$ cat src/rtl/bus_arbiter_pkg.sv
// Shared definitions for the internal-bus arbiter: source count, select width,
// FSM encodings and a one-hot helper.
package bus_arbiter_pkg;

  localparam int NUM_SRC = 8;
  localparam int SRC_W   = 3;

  typedef enum logic [1:0] {
    StIdle  = 2'b00,
    StGrant = 2'b01,
    StTurn  = 2'b10
  } state_e;

  function automatic logic [NUM_SRC-1:0] onehot(input logic [SRC_W-1:0] idx);
    logic [NUM_SRC-1:0] vec;
    vec      = '0;
    vec[idx] = 1'b1;
    return vec;
  endfunction

endpackage

$ cat src/rtl/bus_arbiter_if.sv
// Request/grant and mux-select signals of the shared 8-bit internal bus.
// master: requester side; slave: arbiter side.
interface bus_arbiter_if;
  import bus_arbiter_pkg::*;

  logic [NUM_SRC-1:0] req;
  logic               lock;
  logic [NUM_SRC-1:0] grant;
  logic               S1;
  logic               S2;
  logic               S3;
  logic               bus_valid;
  logic [SRC_W-1:0]   owner_id;

  modport master (
    output req, lock,
    input  grant, S1, S2, S3, bus_valid, owner_id
  );

  modport slave (
    input  req, lock,
    output grant, S1, S2, S3, bus_valid, owner_id
  );

endinterface

$ cat src/rtl/bus_arbiter_rr_picker.sv
// Combinational round-robin priority encoder: searches rr_ptr+1 .. rr_ptr+8
// (mod 8) and reports the first set request.
module rr_picker
  import bus_arbiter_pkg::*;
(
  input  logic [NUM_SRC-1:0] req,
  input  logic [SRC_W-1:0]   rr_ptr,
  output logic               any,
  output logic [SRC_W-1:0]   winner
);

  logic [SRC_W-1:0] idx;

  always_comb begin
    any    = 1'b0;
    winner = '0;
    idx    = '0;
    for (int i = 1; i <= NUM_SRC; i++) begin
      idx = rr_ptr + SRC_W'(i);
      if (!any && req[idx]) begin
        any    = 1'b1;
        winner = idx;
      end
    end
  end

endmodule

$ cat src/rtl/bus_arbiter.sv
// Round-robin owner arbitration for the shared internal bus, with a one-cycle
// turnaround between owners, bounded tenure and an owner lock.
module bus_arbiter
  import bus_arbiter_pkg::*;
#(
  parameter int unsigned MAX_HOLD = 4,
  parameter int unsigned CNT_W    = 4
) (
  input  logic       clk,
  input  logic       reset,
  bus_arbiter_if.slave bus
);

  state_e             state_q, state_d;
  logic [NUM_SRC-1:0] grant_q, grant_d;
  logic [SRC_W-1:0]   sel_q, sel_d;
  logic [SRC_W-1:0]   rr_ptr_q, rr_ptr_d;
  logic [CNT_W-1:0]   hold_q, hold_d;

  logic               any;
  logic [SRC_W-1:0]   winner;
  logic               at_max;
  logic               others;
  logic               release_bus;

  rr_picker u_picker (
    .req    (bus.req),
    .rr_ptr (rr_ptr_q),
    .any    (any),
    .winner (winner)
  );

  assign at_max      = (hold_q == CNT_W'(MAX_HOLD));
  assign others      = |(bus.req & ~onehot(sel_q));
  // Dropping req always releases; lock only shields against tenure preemption.
  assign release_bus = !bus.req[sel_q] || (at_max && !bus.lock && others);

  always_comb begin
    state_d  = state_q;
    grant_d  = grant_q;
    sel_d    = sel_q;
    rr_ptr_d = rr_ptr_q;
    hold_d   = hold_q;
    unique case (state_q)
      StIdle, StTurn: begin
        if (any) begin
          state_d = StGrant;
          grant_d = onehot(winner);
          sel_d   = winner;
          hold_d  = CNT_W'(1);
        end else begin
          state_d = StIdle;
        end
      end
      StGrant: begin
        if (release_bus) begin
          state_d  = StTurn;
          grant_d  = '0;
          rr_ptr_d = sel_q;
        end else if (!at_max) begin
          hold_d = hold_q + 1'b1;
        end
      end
      default: begin
        state_d = StIdle;
        grant_d = '0;
      end
    endcase
  end

  always_ff @(posedge clk or posedge reset) begin
    if (reset) begin
      state_q  <= StIdle;
      grant_q  <= '0;
      sel_q    <= '0;
      rr_ptr_q <= SRC_W'(NUM_SRC - 1);
      hold_q   <= '0;
    end else begin
      state_q  <= state_d;
      grant_q  <= grant_d;
      sel_q    <= sel_d;
      rr_ptr_q <= rr_ptr_d;
      hold_q   <= hold_d;
    end
  end

  // Select lines only move on entry to a grant, so an idle bus never toggles the mux.
  assign bus.grant     = grant_q;
  assign bus.S1        = sel_q[2];
  assign bus.S2        = sel_q[1];
  assign bus.S3        = sel_q[0];
  assign bus.owner_id  = sel_q;
  assign bus.bus_valid = |grant_q;

endmodule

$ cat src/flat_wrapper.sv
// flat-port wrapper written by rule: the top's interface ports become plain ports
module bus_arbiter_flat import bus_arbiter_pkg::*;
#(
  parameter int unsigned MAX_HOLD = 4,
  parameter int unsigned CNT_W    = 4
)
  (clk, reset, bus_req, bus_lock, bus_grant, bus_S1, bus_S2, bus_S3, bus_bus_valid, bus_owner_id);
  bus_arbiter_if bus_i ();
  input  logic clk;
  input  logic reset;
  input wire logic [$bits(bus_i.req)-1:0] bus_req;
  input wire logic [$bits(bus_i.lock)-1:0] bus_lock;
  output wire logic [$bits(bus_i.grant)-1:0] bus_grant;
  output wire logic [$bits(bus_i.S1)-1:0] bus_S1;
  output wire logic [$bits(bus_i.S2)-1:0] bus_S2;
  output wire logic [$bits(bus_i.S3)-1:0] bus_S3;
  output wire logic [$bits(bus_i.bus_valid)-1:0] bus_bus_valid;
  output wire logic [$bits(bus_i.owner_id)-1:0] bus_owner_id;
  assign bus_i.req = bus_req;
  assign bus_i.lock = bus_lock;
  assign bus_grant = bus_i.grant;
  assign bus_S1 = bus_i.S1;
  assign bus_S2 = bus_i.S2;
  assign bus_S3 = bus_i.S3;
  assign bus_bus_valid = bus_i.bus_valid;
  assign bus_owner_id = bus_i.owner_id;
  bus_arbiter #(.MAX_HOLD(MAX_HOLD), .CNT_W(CNT_W)) u_core (.clk(clk), .reset(reset), .bus(bus_i));
endmodule
$ cat config.mk
export PLATFORM = sky130hd
export DESIGN_NAME = bus_arbiter_flat
export DESIGN_NICKNAME = d
export VERILOG_FILES = /design/src/rtl/bus_arbiter_pkg.sv /design/src/rtl/bus_arbiter_if.sv /design/src/rtl/bus_arbiter_rr_picker.sv /design/src/rtl/bus_arbiter.sv /design/src/flat_wrapper.sv
export SDC_FILE = /design/constraint.sdc
export NUM_CORES = 1
export LEC_CHECK = 0
export ABC_AREA = 1
export CAP_MARGIN = 0
export CORE_MARGIN = 1.5
export CORE_UTILIZATION = 50
export CTS_CLUSTER_DIAMETER = 50
export DETAILED_ROUTE_END_ITERATION = 12
export PLACE_DENSITY = 0.78
export SLEW_MARGIN = 25
export SYNTH_ARGS = -nofsm -noshare
export SYNTH_HDL_FRONTEND = slang
export SYNTH_SLANG_ARGS = --single-unit
$ cat constraint.sdc
create_clock -name clk -period 3 [get_ports clk]
set_clock_uncertainty 0.05 [all_clocks]
set_input_delay 0.6 -clock clk [delete_from_list [all_inputs] [get_ports clk]]
set_output_delay 0.6 -clock clk [all_outputs]
set_load 0.01 [all_outputs]
==> After elaboration in Yosys (flattened, before gate mapping) <==
Index checks and enable logic that the tools add are counted.
W data, S select, Z words.
{ "op_classes": {"muxes": 48, "n_lt_le_gt_ge": 12, "eq_ne": 7, "n_bitwise": 2, "n_addsub": 8, "n_reduce_logical": 30} }
{ "op_table": {"columns": ["operator", "n"], "rows": [
  ["$lt A3 B4 Y1 const B", 10],
  ["$bmux W1 S3", 9],
  ["$mux W3", 8],
  ["$mux W1", 20],
  ["$mux W8", 2],
  ["$pmux W8 S2", 1],
  ["$reduce_or A8 Y1", 2],
  ["$add A3 B3 Y3 const B", 4],
  ["$mux W4", 3],
  ["$logic_and A1 B1 Y1", 11],
  ["$logic_not A1 Y1", 9],
  ["$and A8 B8 Y8", 1],
  ["$not A8 Y8", 1],
  ["$pmux W4 S2", 1],
  ["$add A3 B2 Y3 const B", 2],
  ["$demux W1 S3", 2],
  ["$ge A3 B1 Y1 const B", 2],
  ["$reduce_and A2 Y1", 3],
  ["$add A4 B1 Y4 const B", 1],
  ["$eq A4 B3 Y1 const B", 1],
  ["$ne A2 B1 Y1 const B", 2],
  ["$ne A2 B2 Y1 const B", 2],
  ["$pmux W2 S2", 1],
  ["$reduce_and A4 Y1", 1],
  ["other kinds (8)", 8]
]} }
{ "word_totals": {"inputBits": 11, "regBits": 20, "elab_cells": 112} }

==> Longest topological paths before layout <==
{ "depth": {"ltp_word": 31, "ltp_mapped": 20, "ltp_nobuf": 17} }

==> Cells and area by module <==
A second synthesis with hierarchy kept.
{ "hier_totals": {"hier_cells": 300, "area_unflattened_um2": 2023.2} }
{ "by_module_without_submodules": {"columns": ["module", "seq_area_each_um2", "cells_each", "area_per_inst_um2", "n_inst"], "rows": [
  ["bus_arbiter", 504.2, 158, 1260.0, 1],
  ["rr_picker", 0.0, 142, 763.2, 1]
]} }

==> Worst setup path after synthesis <==
Ideal clock, no wire load.
{ "synth_timing": {"kind": "register to register", "start": "reg u_core.rr_ptr_q[0]", "end": "reg u_core.grant_q[1] (netlist: u_core.bus.grant[1])", "setup_ps": 116, "required_ps": 2834, "path_buffers": 3, "stages_incl_launch_ff": 20, "arrival_ps": 2577, "path_slack_ps": 256, "path_cell_list": "dfstp_2 buf_6 inv_4 buf_8 ha_1 bufbuf_8 inv_2 nand3_2 nand3_2 nand2_4 nor2_4 nand4_4 nor2_4 nand3_4 nand2_4 inv_4 nand3_2 inv_2 nand2_1 nand2_1"} }
{ "synth_via": {"elab_chain_len": 31, "elab_cells_between_ends": 62, "classes_between": "add/sub: 7; order compare: 2; eq/ne: 1; mux: 36; reduce/logical: 16"} }
{ "synth_lines": {"columns": ["item", "line", "rtl"], "rows": [
  ["start, declared", "bus_arbiter.sv:17", "logic [SRC_W-1:0] rr_ptr_q, rr_ptr_d;"],
  ["start signal, assigned", "bus_arbiter.sv:76", "rr_ptr_q <= SRC_W'(NUM_SRC - 1);"],
  ["start signal, assigned", "bus_arbiter.sv:82", "rr_ptr_q <= rr_ptr_d;"],
  ["$add A3 B1 Y3", "bus_arbiter_rr_picker.sv:19", "idx = rr_ptr + SRC_W'(i);"],
  ["$bmux W1 S3", "bus_arbiter_rr_picker.sv:20", "if (!any && req[idx]) begin"],
  ["$mux W1 (not written as such)", "bus_arbiter_rr_picker.sv:20", null],
  ["$mux W1", "bus_arbiter_rr_picker.sv:20", null],
  ["$logic_not A1 Y1", "bus_arbiter_rr_picker.sv:20", null],
  ["$logic_and A1 B1 Y1", "bus_arbiter_rr_picker.sv:20", null],
  ["$mux W1", "bus_arbiter_rr_picker.sv:20", null],
  ["$logic_not A1 Y1", "bus_arbiter_rr_picker.sv:20", null],
  ["(+15 left out)", null, null],
  ["$logic_and A1 B1 Y1", "bus_arbiter_rr_picker.sv:20", null],
  ["$mux W3", "bus_arbiter_rr_picker.sv:20", null],
  ["$lt A3 B4 Y1 (not written as such) / $ge A3 B1 Y1 (equally long branches)", "bus_arbiter_pkg.sv:17", "vec[idx] = 1'b1;"],
  ["$logic_and A1 B1 Y1 (not written as such)", "bus_arbiter_pkg.sv:17", null],
  ["$mux W1 (not written as such)", "bus_arbiter_pkg.sv:17", null],
  ["$demux W1 S3", null, null],
  ["$mux W8", "bus_arbiter.sv:46", "if (any) begin"],
  ["$pmux W8 S2", "bus_arbiter.sv:44", "unique case (state_q)"],
  ["end signal, assigned", "bus_arbiter.sv:80", "grant_q <= grant_d;"],
  ["end, declared", "bus_arbiter.sv:15", "logic [NUM_SRC-1:0] grant_q, grant_d;"]
]} }
Parallel ways exist; a longest one is shown, timed or not. The select of a mux whose other input is x is not followed.
A chain may end at the register's enable or synchronous reset.

==> Final worst setup path <==
Ends and elaborated chain as after synthesis.

==> flow_metrics.env <==
export IMPL_cts_tree="built"
export IMPL_wl_um=4440
export IMPL_critPathMostFrequentCell="nand2_1"
export IMPL_vias=1840
export IMPL_antenna_found_initial=0
export IMPL_final_area_um2=2241
export IMPL_hp_class="reg2reg"
export IMPL_port_buffer_count=25
export IMPL_synth_edff_count=0
export IMPL_synth_seq_area_share_pct=25.92
export IMPL_grt_usage_pct=23.48
export IMPL_routedWlPerCell_um=12.87
export IMPL_tightest_slew_ns=0.7143
export IMPL_num_nets_final=313
export IMPL_finalSetupTns_ns=0
export IMPL_grt_max_degree=21
export IMPL_htreeDepth=1
export IMPL_hold_violations=0
export IMPL_post_route_period_util_pct=92.01
export IMPL_dieArea_um2=4275
export IMPL_path_class="reg2reg"
export IMPL_n_antenna_cell=0
export IMPL_synth_ff_type="dfrtp_1"
export IMPL_synth_simple_gate_area_share_pct=46.43
export IMPL_pin_count=26
export IMPL_die_y_um=65.38
export IMPL_critPathMaxFanout=11
export IMPL_cp_required_ns=3.10
export IMPL_first_pass_iters=4
export IMPL_slowest_stage="dfstp_2"
export IMPL_syn_area_per_cell_um2=7.049
export IMPL_syn_nets=291
export IMPL_clockRootBuffer="clkbuf_8"
export IMPL_cts_inserted_buffers=3
export IMPL_first_global_vias=1739
export IMPL_initial_utilization_pct=52.75
export IMPL_synthCells=276
export IMPL_synth_async_reset_ratio_pct=100.0
export IMPL_slew_headroom_pct=52.33
export IMPL_synth_compound_area_share_pct=12.28
export IMPL_clock_latency_ns=0.26
export IMPL_ctsHoldBuffers=0
export IMPL_outcome="finished clean"
export IMPL_layout_commonest_cell="nand2_1"
export IMPL_maxCapViolations=0
export IMPL_critical_path_arrival_ns=2.86
export IMPL_syn_area_um2=1946
export IMPL_clock_sinks=20
export IMPL_cts_buffer_depth=2
export IMPL_core_area_um2=3689
export IMPL_gp_congestion=0.9499
export IMPL_synth_top_family_by_area="simple AND/OR/NAND/NOR gates"
export IMPL_hpwl_um=3553
export IMPL_final_cell_mix="nand2_1, clkdlybuf4s50_1, nand3_1, inv_1, nor2_1"
export IMPL_drive_gt1_share_pct=19.19
export IMPL_area_delta_synth_final_pct=15.18
export IMPL_yosys_warnings=0
export IMPL_synthMuxAreaShare_pct=0
export IMPL_clkTransAtPathRegs_ns=0.07
export IMPL_clock_fmax_ghz=0.3623
export IMPL_antenna_left=0
export IMPL_cts_resized_gates=0
export IMPL_viasPerCell=5.333
export IMPL_die_w_um=65.38
export IMPL_synth_cell_types=37
export IMPL_yosys_area_share_adder_pct=2.572
export IMPL_gr_total_overflow=0
export IMPL_cp_end_kind="register"
export IMPL_min_period_ns=2.760
export IMPL_crit_path_max_incr_delay_ns=0.56
export IMPL_drt_iter0_drc=87
export IMPL_setup_violations=0
export IMPL_drc=0
export IMPL_ys_ff_latch=20
export IMPL_rsz0062_at_grt="false"
export IMPL_placed_area_um2=2186
export IMPL_finalMaxSlewViolations=0
export IMPL_synth_xor_area_share_pct=2.186
export IMPL_cts_setup_buffers=0
export IMPL_grt_pass1_wl_um=7838
export IMPL_setup_worst_path_start_class="register"
export IMPL_crit_chain="inv_4 > ha_1 > inv_2 > nand3_1 > nand2_1 > nand2_1 > nand2_2 > nand4_4 > nor2_4 > nand3_4 > nand2_4 > inv_4 > nand3_2 > inv_2 > nand2_1 > nand2_1"
export IMPL_rows=22
-- metrics by stage --
stage / hold WS (ns) / instances / utilization (%) / setup slack [ns]
finish: 0.4600 / 345 / 60.75 / 0.2396
global route: 0.5039 / 345 / 60.75 / 0.0003748
CTS: 0.4629 / 345 / 60.75 / 0.2210
detailed placement: 0.4442 / 341 / 59.26 / 0.2001
global placement: 0.4479 / 341 / 59.26 / 0.2242
floorplan: 0.4535 / 276 / - / 0.2562
-- critical path: cells and delay by family (launching register included) --
family                     cells  cell delay [ns]
and+or+nand+nor               11             1.24
DFF                            1             0.56
adders and majority gates      1             0.44
buffers and inverters          4             0.38
-- logic make-up after synthesis --
group                      Yosys count
buffers and inverters               40
xor gates and xnor gates             4
DFF                                 20
and+or+nand+nor                    169
AOI/OAI and AO/OA                   39
adders and majority gates            4
-- sequential cells by signal, indices dropped and copies added (netlist names) --
signal	count
u_core.bus.grant	8
u_core.bus.owner_id	3
u_core.hold_q	4
u_core.rr_ptr_q	3
u_core.state_q	2
-- final cells by class --
class                   instances  area (µm²)
fillers                       359        1448
multi-input cells             216        1235
flip-flops and latches         20       504.2
repair buffers                 28       272.8
inverters                      29       113.9
well taps                      48       60.06
clock buffers                   4       55.05
-- worst paths after layout --
path	from	end	slack, ns	cells after the start
setup / recovery	u_core.rr_ptr_q[0]$_DFFE_PP1P_	u_core.bus.grant[1]$_DFFE_PP0P_	0.24	16
hold / removal	u_core.bus.grant[1]$_DFFE_PP0P_	u_core.bus.grant[1]$_DFFE_PP0P_	0.46	2
setup reg to reg	u_core.rr_ptr_q[0]$_DFFE_PP1P_	u_core.bus.grant[1]$_DFFE_PP0P_	0.24	16
hold reg to reg	u_core.bus.grant[1]$_DFFE_PP0P_	u_core.bus.grant[1]$_DFFE_PP0P_	0.46	2
max in group asynchronous	reset	u_core.bus.grant[5]$_DFFE_PP0P_	1.74	2
min in group asynchronous	reset	u_core.hold_q[0]$_DFFE_PP0P_	0.71	2
-- metal layers --
metal,routed length (µm),GRT usage (%)
met3,178,3.425
met4,46,5.729
met5,0,0
met1,2166,32.68
met2,2048,38.52
-- cells in the mapped netlist, types with 3 or more instances --
library cell	n	area, µm²
nand2_1	83	311.6
nand3_1	24	120.1
inv_1	22	82.58
nor2_1	18	67.56
dfrtp_1	17	425.4
nand3_2	17	170.2
o21ai_1	11	55.05
o21ai_0	10	50.05
nand2_2	9	56.30
a21oi_1	7	35.03
o31ai_1	7	52.55
inv_2	5	18.77
nand2_4	5	56.30
buf_4	4	30.03
ha_1	4	50.05
nand4_1	4	25.02
dfstp_2	3	78.83
Power is not shown: default switching activity piles up to over one toggle a cycle in this logic, so the estimate is an artifact.
